`src/rtl/shift_pkg.sv`:
```
// Shared types and constants for the iterative shifter.
package shift_pkg;

    typedef enum logic [1:0] {
        ModeLsr = 2'b00,
        ModeAsr = 2'b01,
        ModeLsl = 2'b10,
        ModeRor = 2'b11
    } shift_mode_t;

    typedef enum logic [1:0] {
        StIdle  = 2'b00,
        StShift = 2'b01,
        StDone  = 2'b10
    } shift_state_t;

    localparam int unsigned FLAG_N = 3;
    localparam int unsigned FLAG_Z = 2;
    localparam int unsigned FLAG_C = 1;
    localparam int unsigned FLAG_V = 0;

endpackage

```
`src/rtl/shift_unit_iter_if.sv`:
```
// Start/done handshake and operand/result bundle for shift_unit_iter.
interface shift_unit_iter_if
    import shift_pkg::*;
#(
    parameter int unsigned N = 8
);
    logic        start;
    shift_mode_t mode;
    logic [N-1:0] a;
    logic [N-1:0] b;
    logic        busy;
    logic        done;
    logic [N-1:0] c;
    logic [3:0]  banderas;

    modport master (
        output start, mode, a, b,
        input  busy, done, c, banderas
    );

    modport slave (
        input  start, mode, a, b,
        output busy, done, c, banderas
    );
endinterface

```
`src/rtl/shift_flags.sv`:
```
// NZCV flag generation from the final working value and the last bit shifted out.
module shift_flags
    import shift_pkg::*;
#(
    parameter int unsigned N = 8
) (
    input  logic [N-1:0] i_result,
    input  logic         i_carry,
    input  logic         i_orig_msb,
    input  shift_mode_t  i_mode,
    output logic [3:0]   o_flags
);
    always_comb begin
        o_flags         = '0;
        o_flags[FLAG_N] = i_result[N-1];
        o_flags[FLAG_Z] = (i_result == '0);
        o_flags[FLAG_C] = i_carry;
        // Overflow only makes sense for LSL: sign changed by the shift.
        o_flags[FLAG_V] = (i_mode == ModeLsl) && (i_result[N-1] != i_orig_msb);
    end
endmodule

```
`src/rtl/shift_unit_iter.sv`:
```
// Multi-cycle shifter: one bit position per clock, LSR/ASR/LSL/ROR with NZCV flags.
module shift_unit_iter
    import shift_pkg::*;
#(
    parameter int unsigned N = 8
) (
    input  logic           clk,
    input  logic           rst,
    shift_unit_iter_if.slave bus
);
    localparam int unsigned  CntW   = $clog2(N + 2);
    localparam logic [N:0]   LimLs  = (N + 1)'(N + 1);
    localparam logic [N:0]   LimAsr = (N + 1)'(N);

    shift_state_t     r_state, w_state_d;
    shift_mode_t      r_mode, w_mode_d;
    logic [N-1:0]     r_work, w_work_d;
    logic             r_carry, w_carry_d;
    logic             r_msb, w_msb_d;
    logic [CntW-1:0]  r_cnt, w_cnt_d;
    logic [N-1:0]     r_c;
    logic [3:0]       r_flags;

    logic [N:0]       w_b_ext;
    logic [CntW-1:0]  w_k;
    logic [3:0]       w_flags;
    logic             w_load;

    // Effective count: LSR/LSL saturate at N+1 so the carry ends up 0.
    always_comb begin
        w_b_ext = {1'b0, bus.b};
        w_k     = '0;
        unique case (bus.mode)
            ModeLsr, ModeLsl: w_k = (w_b_ext > LimLs)  ? CntW'(N + 1) : CntW'(bus.b);
            ModeAsr:          w_k = (w_b_ext > LimAsr) ? CntW'(N)     : CntW'(bus.b);
            ModeRor:          w_k = CntW'(w_b_ext % LimAsr);
        endcase
    end

    always_comb begin
        w_state_d = r_state;
        w_mode_d  = r_mode;
        w_work_d  = r_work;
        w_carry_d = r_carry;
        w_msb_d   = r_msb;
        w_cnt_d   = r_cnt;
        case (r_state)
            StIdle: begin
                if (bus.start) begin
                    w_mode_d  = bus.mode;
                    w_work_d  = bus.a;
                    w_msb_d   = bus.a[N-1];
                    w_carry_d = 1'b0;
                    w_cnt_d   = w_k;
                    w_state_d = (w_k == '0) ? StDone : StShift;
                end
            end
            StShift: begin
                unique case (r_mode)
                    ModeLsr: begin
                        w_work_d  = {1'b0, r_work[N-1:1]};
                        w_carry_d = r_work[0];
                    end
                    ModeAsr: begin
                        w_work_d  = {r_work[N-1], r_work[N-1:1]};
                        w_carry_d = r_work[0];
                    end
                    ModeLsl: begin
                        w_work_d  = {r_work[N-2:0], 1'b0};
                        w_carry_d = r_work[N-1];
                    end
                    ModeRor: begin
                        w_work_d  = {r_work[0], r_work[N-1:1]};
                        w_carry_d = r_work[0];
                    end
                endcase
                w_cnt_d = r_cnt - 1'b1;
                if (r_cnt == CntW'(1)) begin
                    w_state_d = StDone;
                end
            end
            StDone:  w_state_d = StIdle;
            default: w_state_d = StIdle;
        endcase
    end

    // Outputs load on entry to DONE so they are already valid while done is high.
    assign w_load = (w_state_d == StDone) && (r_state != StDone);

    shift_flags #(
        .N (N)
    ) u_flags (
        .i_result   (w_work_d),
        .i_carry    (w_carry_d),
        .i_orig_msb (w_msb_d),
        .i_mode     (w_mode_d),
        .o_flags    (w_flags)
    );

    always_ff @(posedge clk) begin
        if (rst) begin
            r_state <= StIdle;
            r_mode  <= ModeLsr;
            r_work  <= '0;
            r_carry <= 1'b0;
            r_msb   <= 1'b0;
            r_cnt   <= '0;
            r_c     <= '0;
            r_flags <= '0;
        end else begin
            r_state <= w_state_d;
            r_mode  <= w_mode_d;
            r_work  <= w_work_d;
            r_carry <= w_carry_d;
            r_msb   <= w_msb_d;
            r_cnt   <= w_cnt_d;
            if (w_load) begin
                r_c     <= w_work_d;
                r_flags <= w_flags;
            end
        end
    end

    assign bus.busy     = (r_state != StIdle);
    assign bus.done     = (r_state == StDone);
    assign bus.c        = r_c;
    assign bus.banderas = r_flags;
endmodule
```
`src/flat_wrapper.sv`:
```
// flat-port wrapper written by rule: the top's interface ports become plain ports
module shift_unit_iter_flat import shift_pkg::*;
#(
    parameter int unsigned N = 8
)
  (clk, rst, bus_start, bus_mode, bus_a, bus_b, bus_busy, bus_done, bus_c, bus_banderas);
  shift_unit_iter_if #(.N(N)) bus_i ();
  input  logic clk;
  input  logic rst;
  input wire logic [$bits(bus_i.start)-1:0] bus_start;
  input wire logic [$bits(bus_i.mode)-1:0] bus_mode;
  input wire logic [$bits(bus_i.a)-1:0] bus_a;
  input wire logic [$bits(bus_i.b)-1:0] bus_b;
  output wire logic [$bits(bus_i.busy)-1:0] bus_busy;
  output wire logic [$bits(bus_i.done)-1:0] bus_done;
  output wire logic [$bits(bus_i.c)-1:0] bus_c;
  output wire logic [$bits(bus_i.banderas)-1:0] bus_banderas;
  assign bus_i.start = bus_start;
  assign bus_i.mode = bus_mode;
  assign bus_i.a = bus_a;
  assign bus_i.b = bus_b;
  assign bus_busy = bus_i.busy;
  assign bus_done = bus_i.done;
  assign bus_c = bus_i.c;
  assign bus_banderas = bus_i.banderas;
  shift_unit_iter #(.N(N)) u_core (.clk(clk), .rst(rst), .bus(bus_i));
endmodule
```
`config.mk`:
```
export PLATFORM = sky130hd
export DESIGN_NAME = shift_unit_iter_flat
export DESIGN_NICKNAME = d
export VERILOG_FILES = /design/src/rtl/shift_pkg.sv /design/src/rtl/shift_unit_iter_if.sv /design/src/rtl/shift_flags.sv /design/src/rtl/shift_unit_iter.sv /design/src/flat_wrapper.sv
export SDC_FILE = /design/constraint.sdc
export NUM_CORES = 1
export LEC_CHECK = 0
export BUFFER_PORTS_ARGS = -buffer_cell sky130_fd_sc_hd__buf_2
export CAP_MARGIN = 20
export CORE_MARGIN = 10
export CORE_UTILIZATION = 57
export CTS_CLUSTER_SIZE = 14
export DETAILED_ROUTE_END_ITERATION = 8
export GPL_ROUTABILITY_DRIVEN = 0
export PLACE_DENSITY = 0.95
export SKIP_LAST_GASP = 1
export SYNTH_ARGS = -nofsm -noshare
export SYNTH_HDL_FRONTEND = slang
export SYNTH_SLANG_ARGS = --single-unit
```
`constraint.sdc`:
```
create_clock -name clk -period 3.2 [get_ports clk]
set_input_delay 0.32 -clock clk [delete_from_list [all_inputs] [get_ports clk]]
set_output_delay 0.32 -clock clk [all_outputs]
set_load 0.02 [all_outputs]
```
# Word-level counts from Yosys, hierarchy flattened
# Index checks and enable logic that the tools add are counted.
# totals
register_bits	30
out_inout_bits	14
wordCells	56
in_bits	21
# classes
n_lt_le_gt_ge	2
eq_ne	14
n_reduce_logical	12
addsub	1
muxes	19
# ops
op	count
$pmux 8 s4	1
$gt 8x4->1 const B	2
$pmux 8 s2	1
$eq 2x2->1 const B	7
$mux 4	3
$pmux 4 s3	1
$mux 2	5
$logic_not 8->1	1
$mux 8	1
$pmux 4 s2	1
$eq 2x1->1 const B	3
$logic_not 2->1	3
$eq 4x1->1 const B	1
$logic_not 4->1	1
$ne 2x2->1 const B	2
$pmux 1 s2	2
$pmux 2 s2	1
$reduce_bool 2->1	2
$sub 4x1->4 const B	1
$mux 1	3
$reduce_or 3->1	1
$logic_and 1x1->1	2
$reduce_and 2->1	1
$reduce_or 2->1	1
$ne 1x1->1	1

# Longest topological paths before layout
# Gate-level depths: netlist of run 1.
# logic_depth
ltp_word	9
mapped_depth	10
ltp_nobuf	8

# Cells and area by module
# Synthesis of run 1 repeated with hierarchy kept, for this count alone.
# unflattened
cells_unflattened	176
hier_area_um2	1656.6
# by_module_without_submodules
mod	cells_per_inst	seq_area_each_um2	area_per_inst_um2	n_inst
shift_unit_iter	169	600.6	1606.5	1
shift_flags	7	0.0	50.0	1

# Worst setup path after synthesis of run 1
# OpenSTA, ideal clock, no wires.
# synth_path
path_kind	input -> register
from	in bus_b[7]
to	reg u_core.r_c[6] (netlist: u_core.bus.c[6])
required_time_ps	3074
cell_stages	7
setup_ps	126
path_slack_ps	1474
arrival_time_ps	1599
path_buffers	2
cell_sequence	or4_4 -> o21ai_2 -> a31oi_1 -> buf_4 -> buf_6 -> a21oi_1 -> nor2_2
# synth_via
elab_chain_len	9
word_cells_on_any_way	11
classes_between	order compare: 2; eq/ne: 1; mux: 6; reduce/logical: 2
# synth_lines
item	line_no	text
start, declared	flat_wrapper.sv:13	input wire logic [$bits(bus_i.b)-1:0] bus_b;
$gt 8x4->1 (on tied branches)	shift_unit_iter.sv:35, shift_unit_iter.sv:34	
$mux 4 (on tied branches)	shift_unit_iter.sv:35, shift_unit_iter.sv:34	
$pmux 4 s3 *	shift_unit_iter.sv:33	unique case (bus.mode)
$logic_not 4->1 *	shift_unit_iter.sv:55	w_state_d = (w_k == '0) ? StDone : StShift;
$mux 2 *	shift_unit_iter.sv:55	
$mux 2 *	shift_unit_iter.sv:49	if (bus.start) begin
$pmux 2 s2 *	shift_unit_iter.sv:47	case (r_state)
$eq 2x2->1 *	shift_unit_iter.sv:88	assign w_load = (w_state_d == StDone) && (r_state != StDone);
$logic_and 1x1->1 *	shift_unit_iter.sv:88	
end signal, assigned	shift_unit_iter.sv:118	r_c <= w_work_d;
end, declared	shift_unit_iter.sv:21	logic [N-1:0] r_c;
# Mark *: on every way between the ends. The rest lies on a longest branch, timed or not.
# A chain may end at the register's enable or synchronous reset.

# Final worst setup path of run 1
# layout_path
from	reg u_core.r_state[0]
to	reg u_core.r_flags[2] (netlist: u_core.bus.banderas[2])
# layout_via
elab_chain_len	4
word_cells_on_any_way	10
classes_between	eq/ne: 3; mux: 4; reduce/logical: 3
# layout_lines
item	line_no	text
start, declared	shift_unit_iter.sv:15	shift_state_t r_state, w_state_d;
start signal, assigned	shift_unit_iter.sv:102	r_state <= StIdle;
start signal, assigned	shift_unit_iter.sv:111	r_state <= w_state_d;
$eq 2x1->1, or another cell as far along	shift_unit_iter.sv:47	
$pmux 2 s2	shift_unit_iter.sv:47	
$eq 2x2->1	shift_unit_iter.sv:88	
$logic_and 1x1->1	shift_unit_iter.sv:88	
end signal, assigned	shift_unit_iter.sv:119	r_flags <= w_flags;
end, declared	shift_unit_iter.sv:22	logic [3:0] r_flags;
# Parallel ways exist; a longest one is shown, timed or not.

==> flow_metrics.env, run 1 <==
export IMPL_dieArea_sq_mm=0.00515
export IMPL_power_density_mw_per_mm2=530
export IMPL_io_pin_count=35
export IMPL_viasPerCell=5.92
export IMPL_r2r_cells=6
export IMPL_avgRoutedWirePerCell_um=15.7
export IMPL_start_util_pct=60.6
export IMPL_crit_start="u_core.r_state[0]"
export IMPL_cts_tree="built"
export IMPL_postCtsHoldBufs=0
export IMPL_min_path_type="in -> reg"
export IMPL_synthTopCellsByArea="dfxtp_1 38%, nor2_1 7.4%, a21oi_1 5.9%"
export IMPL_grt_use_total_pct=15.5
export IMPL_slew_violations=0
export IMPL_crit_type="reg -> reg"
export IMPL_p_seq_share_pct=45.2
export IMPL_grt_overflow=0
export IMPL_synthFlopType="dfxtp_1"
export IMPL_finalCritPeriodShare_pct=68.3
export IMPL_core_area_sq_mm=0.00252
export IMPL_dr_pass1_iters=4
export IMPL_synth_top_area_share_pct=38.0
export IMPL_cts_resized_gates=0
export IMPL_final_nets=242
export IMPL_power_uw=928
export IMPL_cts_sinks=29
export IMPL_switching_share_pct=29.1
export IMPL_cts_path_max_buffers=2
export IMPL_cp_end_kind="flip-flop"
export IMPL_dr_total_vias=1480
export IMPL_final_setup_viol_count=0
export IMPL_min_period_ns=2.19
export IMPL_rsz0062_at_grt="false"
export IMPL_finalSetupTns_ns=0
export IMPL_crit_end="u_core.bus.banderas[2]"
export IMPL_grt_pass1_vias=1423
export IMPL_io_buffers=34
export IMPL_h_tree_depth=2
export IMPL_avgSynthCellArea_sq_um=8.04
export IMPL_synth_cell_area_sq_mm=0.00153
export IMPL_clock_root_buffer="clkbuf_4"
export IMPL_crit_required_ns=3.48
export IMPL_drive_gt1_share_pct=25.9
export IMPL_max_freq_ghz=0.458
export IMPL_clock_latency_ns=0.33
export IMPL_combinationalPowerShare_pct=21.4
export IMPL_grt_antenna_before_repair=0
export IMPL_status="complete, no violations"
export IMPL_cp_start_kind="flip-flop"
export IMPL_r2r_end="u_core.bus.banderas[2]"
export IMPL_syn_num_nets=213
export IMPL_die_y_um=71.8
export IMPL_grt_start_max_net_pins=31
export IMPL_synth_edf_count=0
export IMPL_clockPowerShare_pct=33.4
export IMPL_drtAntennaViolNets=0
export IMPL_arrival_ns=2.46
export IMPL_drcViolationCount=0
export IMPL_grt_pass1_wl_mm=6.58
export IMPL_wirelength_mm=3.92
export IMPL_max_cap_violations=0
export IMPL_internal_power_uw=658
export IMPL_p_leak_nw=0.741
export IMPL_postCtsSetupBuffers=0
export IMPL_tightest_slew_ns=0.641
export IMPL_die_w_um=71.8
export IMPL_finalClockSkew_ns=0.00466
export IMPL_synthArstFlopShare_pct=0
export IMPL_syn_to_final_growth_pct=14.7
export IMPL_cts_clk_slew_worst_paths_ns=0.09
export IMPL_rrSetupSlack_ns=1.01
export IMPL_synth_cells=190
export IMPL_slew_limit_headroom_pct=57.1
export IMPL_ys_ff_latch=29
export IMPL_netlist_top_cell_by_area="dfxtp_1"
export IMPL_synth_warnings=0
export IMPL_peakVddDrop_uv=507
export IMPL_yosysSeqAreaShare_pct=38.0
export IMPL_cts_buffers=5
export IMPL_finalHoldViolations=0
export IMPL_p_switching_uw=270
export IMPL_ys_types=47
export IMPL_cp_max_fo=18
export IMPL_dpl_hpwl_mm=2.91
export IMPL_rows=18
export IMPL_r2r_start="u_core.r_state[0]"
export IMPL_antenna_cells=0
export IMPL_drt_iter0_drc=145
routing by layer:
metal | track usage (%) | share of wire (%)
met1 | 18.8 | 43
met5 | 0 | 0
met3 | 5.79 | 9.2
met4 | 6.88 | 1.6
met2 | 23.6 | 46
synth_stat cells, types with 2 or more instances:
| master | number |
|---|---|
| a31o_2 | 4 |
| clkbuf_1 | 7 |
| buf_4 | 3 |
| o22ai_1 | 5 |
| ha_1 | 2 |
| o21bai_1 | 2 |
| o21ai_1 | 3 |
| a221oi_1 | 2 |
| nor2_2 | 3 |
| nor3_1 | 5 |
| o21ai_0 | 4 |
| mux2_2 | 2 |
| buf_6 | 2 |
| inv_1 | 5 |
| nand2b_1 | 2 |
| nor2_1 | 30 |
| dfxtp_1 | 29 |
| nand3b_1 | 2 |
| a21oi_1 | 18 |
| nand3_1 | 2 |
| mux2i_1 | 5 |
| a211oi_1 | 4 |
| nand2_1 | 18 |
| nor2b_1 | 7 |
| a32o_1 | 2 |
how the worst min path moves through the flow:
stage / start / to / slack, ns / cells past startpoint
CTS: bus_a[7] / u_core.r_msb / 0.24 / 3
detailed placement: u_core.bus.banderas[0] / u_core.bus.banderas[0] / 0.47 / 2
finish: bus_a[7] / u_core.r_msb / 0.25 / 3
global placement: u_core.r_msb / u_core.r_msb / 0.46 / 2
floorplan: u_core.r_mode[0] / u_core.r_mode[0] / 0.45 / 2
global route: bus_a[7] / u_core.r_msb / 0.25 / 3
through the flow:
stage	setup slack, ns	utilization [%]	instance area [sq um]	hold slack, ns	instances
floorplan	1.47	-	1530	0.448	190
global placement	1.18	66.1	1670	0.458	242
detailed placement	1.14	66.1	1670	0.469	242
CTS	1.12	69.4	1750	0.238	250
global route	0.900	69.4	1750	0.255	250
finish	1.01	69.4	1750	0.246	250
worst max-delay path, cell delays in order (launching register included):
cell and delay, ns:
dfxtp_1 0.71, inv_1 0.13, nor2_1 0.54, a31o_2 0.31, nand4_1 0.12, nor3_1 0.16, a32o_1 0.18
power by group through the flow:
stage	logic [mW]	clock network, mW	registers [mW]
6_report	0.198	0.310	0.419
3_5_place_dp	0.193	0	0.427
3_3_place_gp	0.188	0	0.425
2_1_floorplan	0.151	0	0.418
4_1_cts	0.196	0.315	0.418
5_1_grt	0.221	0.333	0.423
kinds of logic (layout without fill, tap and decap cells):
kind of cell    after synthesis  count (layout)  share of synthesized area (%)
simple gates                 79              79                           25.2
compound gates               54              54                           23.6
flops                        29              29                           38.0
buf+inv                      18              48                           6.22
mux                           7               7                           4.75
fa+ha+maj                     2               2                           1.64
xor+xnor                      1               1                          0.573
placed cells by master, fill, tap and decap left out, drive strengths merged, types with 4 or more instances in the layout:
master / n
a31o: 4
nor2b: 7
a211oi: 4
mux2i: 5
nor3: 5
dfxtp: 29
buf: 35
clkbuf: 7
nand2: 18
nor2: 34
inv: 5
a21oi: 19
o22ai: 5
o21ai: 8
registers in the layout, indices dropped and copies added, names as in the netlist:
name and flops:
u_core.r_mode 2, u_core.bus.c 7, u_core.bus.banderas 4, u_core.r_msb 1, u_core.r_work 8, u_core.r_cnt 4
u_core.r_state 2, u_core.r_carry 1
area by class of cell:
class,instances,area [sq um]
clock buffers,7,55.1
multi-input cells,143,852
fillers,203,771
clock inverters,1,30.0
inverters,5,18.8
repair buffers,35,178
well taps,30,37.5
flip-flops and latches,29,581
Note: power is estimated with default switching activity, not from simulation.
==> inputs of run 2 (changes only) <==
--- a/config.mk
+++ b/config.mk
@@ -8,11 +8,11 @@
 export BUFFER_PORTS_ARGS = -buffer_cell sky130_fd_sc_hd__buf_2
 export CAP_MARGIN = 20
 export CORE_MARGIN = 10
-export CORE_UTILIZATION = 57
+export CORE_UTILIZATION = 48
 export CTS_CLUSTER_SIZE = 14
 export DETAILED_ROUTE_END_ITERATION = 8
 export GPL_ROUTABILITY_DRIVEN = 0
-export PLACE_DENSITY = 0.95
+export PLACE_DENSITY = 0.87
 export SKIP_LAST_GASP = 1
 export SYNTH_ARGS = -nofsm -noshare
 export SYNTH_HDL_FRONTEND = slang
==> constraint.sdc (replaced) <==
create_clock -name clk -period 1.9 [get_ports clk]
set_input_delay 0.19 -clock clk [delete_from_list [all_inputs] [get_ports clk]]
set_output_delay 0.19 -clock clk [all_outputs]
set_load 0.02 [all_outputs]
==> run 2 against run 1 <==
Worst hold slack got worse by 0.16 ns. Register-to-register slack worse by 0.96 ns. Setup slack lost 0.96 ns. Sequential share of layout area fell by 2.1 points. Sequential power increased by 66%. Total power up 85%. Critical path type unchanged. Largest cell class unchanged. Largest power group unchanged.
==> flow_metrics.env, run 2 (same netlist as run 1, synthesis figures left out) <==
export IMPL_finalClockSkew_ns=0.0123
export IMPL_clockPowerShare_pct=37.5
export IMPL_cp_num_buf_inv=1
export IMPL_min_path_type="in -> reg"
export IMPL_top_register="u_core.r_work"
export IMPL_postCtsSetupBuffers=0
export IMPL_p_seq_share_pct=40.5
export IMPL_combinationalPowerShare_pct=22.0
export IMPL_postLayoutSetupSlackWorst_ns=0.0497
export IMPL_cts_tree="built"
export IMPL_max_cap_violations=0
export IMPL_final_setup_viol_count=0
export IMPL_crit_required_ns=2.18
export IMPL_status="complete, no violations"
export IMPL_arrival_ns=2.13
export IMPL_cts_path_max_buffers=2
export IMPL_cp_max_fo=3
export IMPL_io_buffers=34
export IMPL_die_w_um=76.4
export IMPL_tightest_slew_ns=0.531
export IMPL_start_util_pct=50.0
export IMPL_drcViolationCount=0
export IMPL_postCtsHoldBufs=0
export IMPL_final_cell_mix="35 x buf_2, 29 x nor2_1, 29 x dfxtp_1"
export IMPL_finalSetupTns_ns=0
export IMPL_clock_root_buffer="clkbuf_4"
export IMPL_final_nets=251
export IMPL_rrSetupSlack_ns=0.05
export IMPL_finalInstanceArea_sq_mm=0.00187
export IMPL_cp_end_kind="flip-flop"
export IMPL_cts_resized_gates=0
export IMPL_wirelength_mm=4.09
export IMPL_finalHoldViolations=0
export IMPL_drtAntennaViolNets=0
export IMPL_h_tree_depth=2
export IMPL_slowest_stage="or3b_2"
export IMPL_io_pin_count=35
export IMPL_multi_input_area_sq_um=866
export IMPL_cts_sinks=29
export IMPL_dr_total_vias=1518
export IMPL_antenna_cells=0
export IMPL_hold_ws_ns=0.0880
export IMPL_dpl_hpwl_mm=2.96
export IMPL_finalCritPeriodShare_pct=97.4
export IMPL_cts_buffers=5
export IMPL_grt_pass1_vias=1407
export IMPL_grt_antenna_before_repair=0
export IMPL_fillers=297
export IMPL_placed_area_sq_mm=0.00175
export IMPL_power_density_mw_per_mm2=920
export IMPL_min_period_ns=1.85
export IMPL_syn_to_final_growth_pct=22.4
export IMPL_slew_limit_headroom_pct=64.6
export IMPL_grt_start_max_net_pins=31
export IMPL_path_cells="inv_1 -> ha_1 -> or3b_2 -> nor2_2 -> a31oi_2 -> or4_1 -> o21ai_1"
export IMPL_final_common_cell="buf_2"
export IMPL_dr_pass1_iters=4
export IMPL_p_leak_nw=0.797
export IMPL_p_switching_uw=491
export IMPL_drive_gt1_share_pct=30.6
export IMPL_drt_iter0_drc=139
export IMPL_rows=20
export IMPL_internal_power_mw=1.23
export IMPL_crit_type="reg -> reg"
export IMPL_dieArea_sq_mm=0.00584
export IMPL_max_freq_ghz=0.540
export IMPL_switching_share_pct=28.6
export IMPL_slew_violations=0
export IMPL_cp_start_kind="flip-flop"
export IMPL_peakVddDrop_uv=601
export IMPL_max_stage_delay_ns=0.48
export IMPL_viasPerCell=5.56
export IMPL_cts_clk_slew_worst_paths_ns=0.10
export IMPL_critPathTopFamily="simple AND/OR/NAND/NOR gates"
export IMPL_grt_overflow=0
export IMPL_avgRoutedWirePerCell_um=15.0
export IMPL_largest_reg_flops=8
export IMPL_grt_pass1_wl_mm=6.56
export IMPL_clock_latency_ns=0.35
export IMPL_place_ws_ns=0.0632
export IMPL_core_area_sq_mm=0.00305
export IMPL_power_mw=1.72
export IMPL_grt_use_total_pct=13.4
export IMPL_layout_area_seq_sq_um=581
export IMPL_die_y_um=76.4
[run 2: changes by cell type in the layout (fill, tap and decap cells not counted), sizes merged]
cell    change
bufinv      +1
clkinv      +1
clkbuf      -2
buf         +9
[run 2: stage by stage]
stage	util, %	cells
6_report	61.2	273
5_1_grt	61.2	273
4_1_cts	60.7	272
3_5_place_dp	57.3	264
3_3_place_gp	57.3	264
2_1_floorplan	-	190
[run 2: worst paths after layout]
check / from / endpoint / cells past startpoint
setup / recovery: u_core.r_cnt[1] / u_core.bus.banderas[0] / 7
hold / removal: bus_mode[1] / u_core.r_mode[1] / 3
setup reg to reg: u_core.r_cnt[1] / u_core.bus.banderas[0] / 7
hold reg to reg: u_core.r_msb / u_core.r_msb / 2
[run 2: cell type report]
class	instances	share of cell area (%)
inverter	5	1.00
multi-input combinational	143	46.3
sequential	29	31.1
clock buffer	5	2.01
timing repair buffer	44	13.2
tap	44	2.95
clock inverter	3	3.48
[run 2: layer usage]
layer	wire length, um	share of wire, %	global-route usage [%]	vias to the layer above
li1	-	-	-	750
met1	1840	45	16.8	703
met2	1870	46	19.6	58
met3	307	7.5	4.60	7
met4	72	1.8	7.25	0
met5	0	0	0	-
[run 2: worst min-delay path: cells and delay by family]
kind,cells,cell delay (ns)
and+or+nand+nor,1,0.05
buffers and inverters,1,0.11
AOI/OAI and AO/OA,1,0.05
[run 2: power groups by stage]
stage / sequential, mW / clock [mW] / combinational [mW]
after floorplan: 0.704 / 0 / 0.254
after global placement: 0.707 / 0 / 0.358
after detailed placement: 0.709 / 0 / 0.364
after CTS: 0.696 / 0.655 / 0.366
after global routing: 0.703 / 0.675 / 0.417
final: 0.697 / 0.645 / 0.378
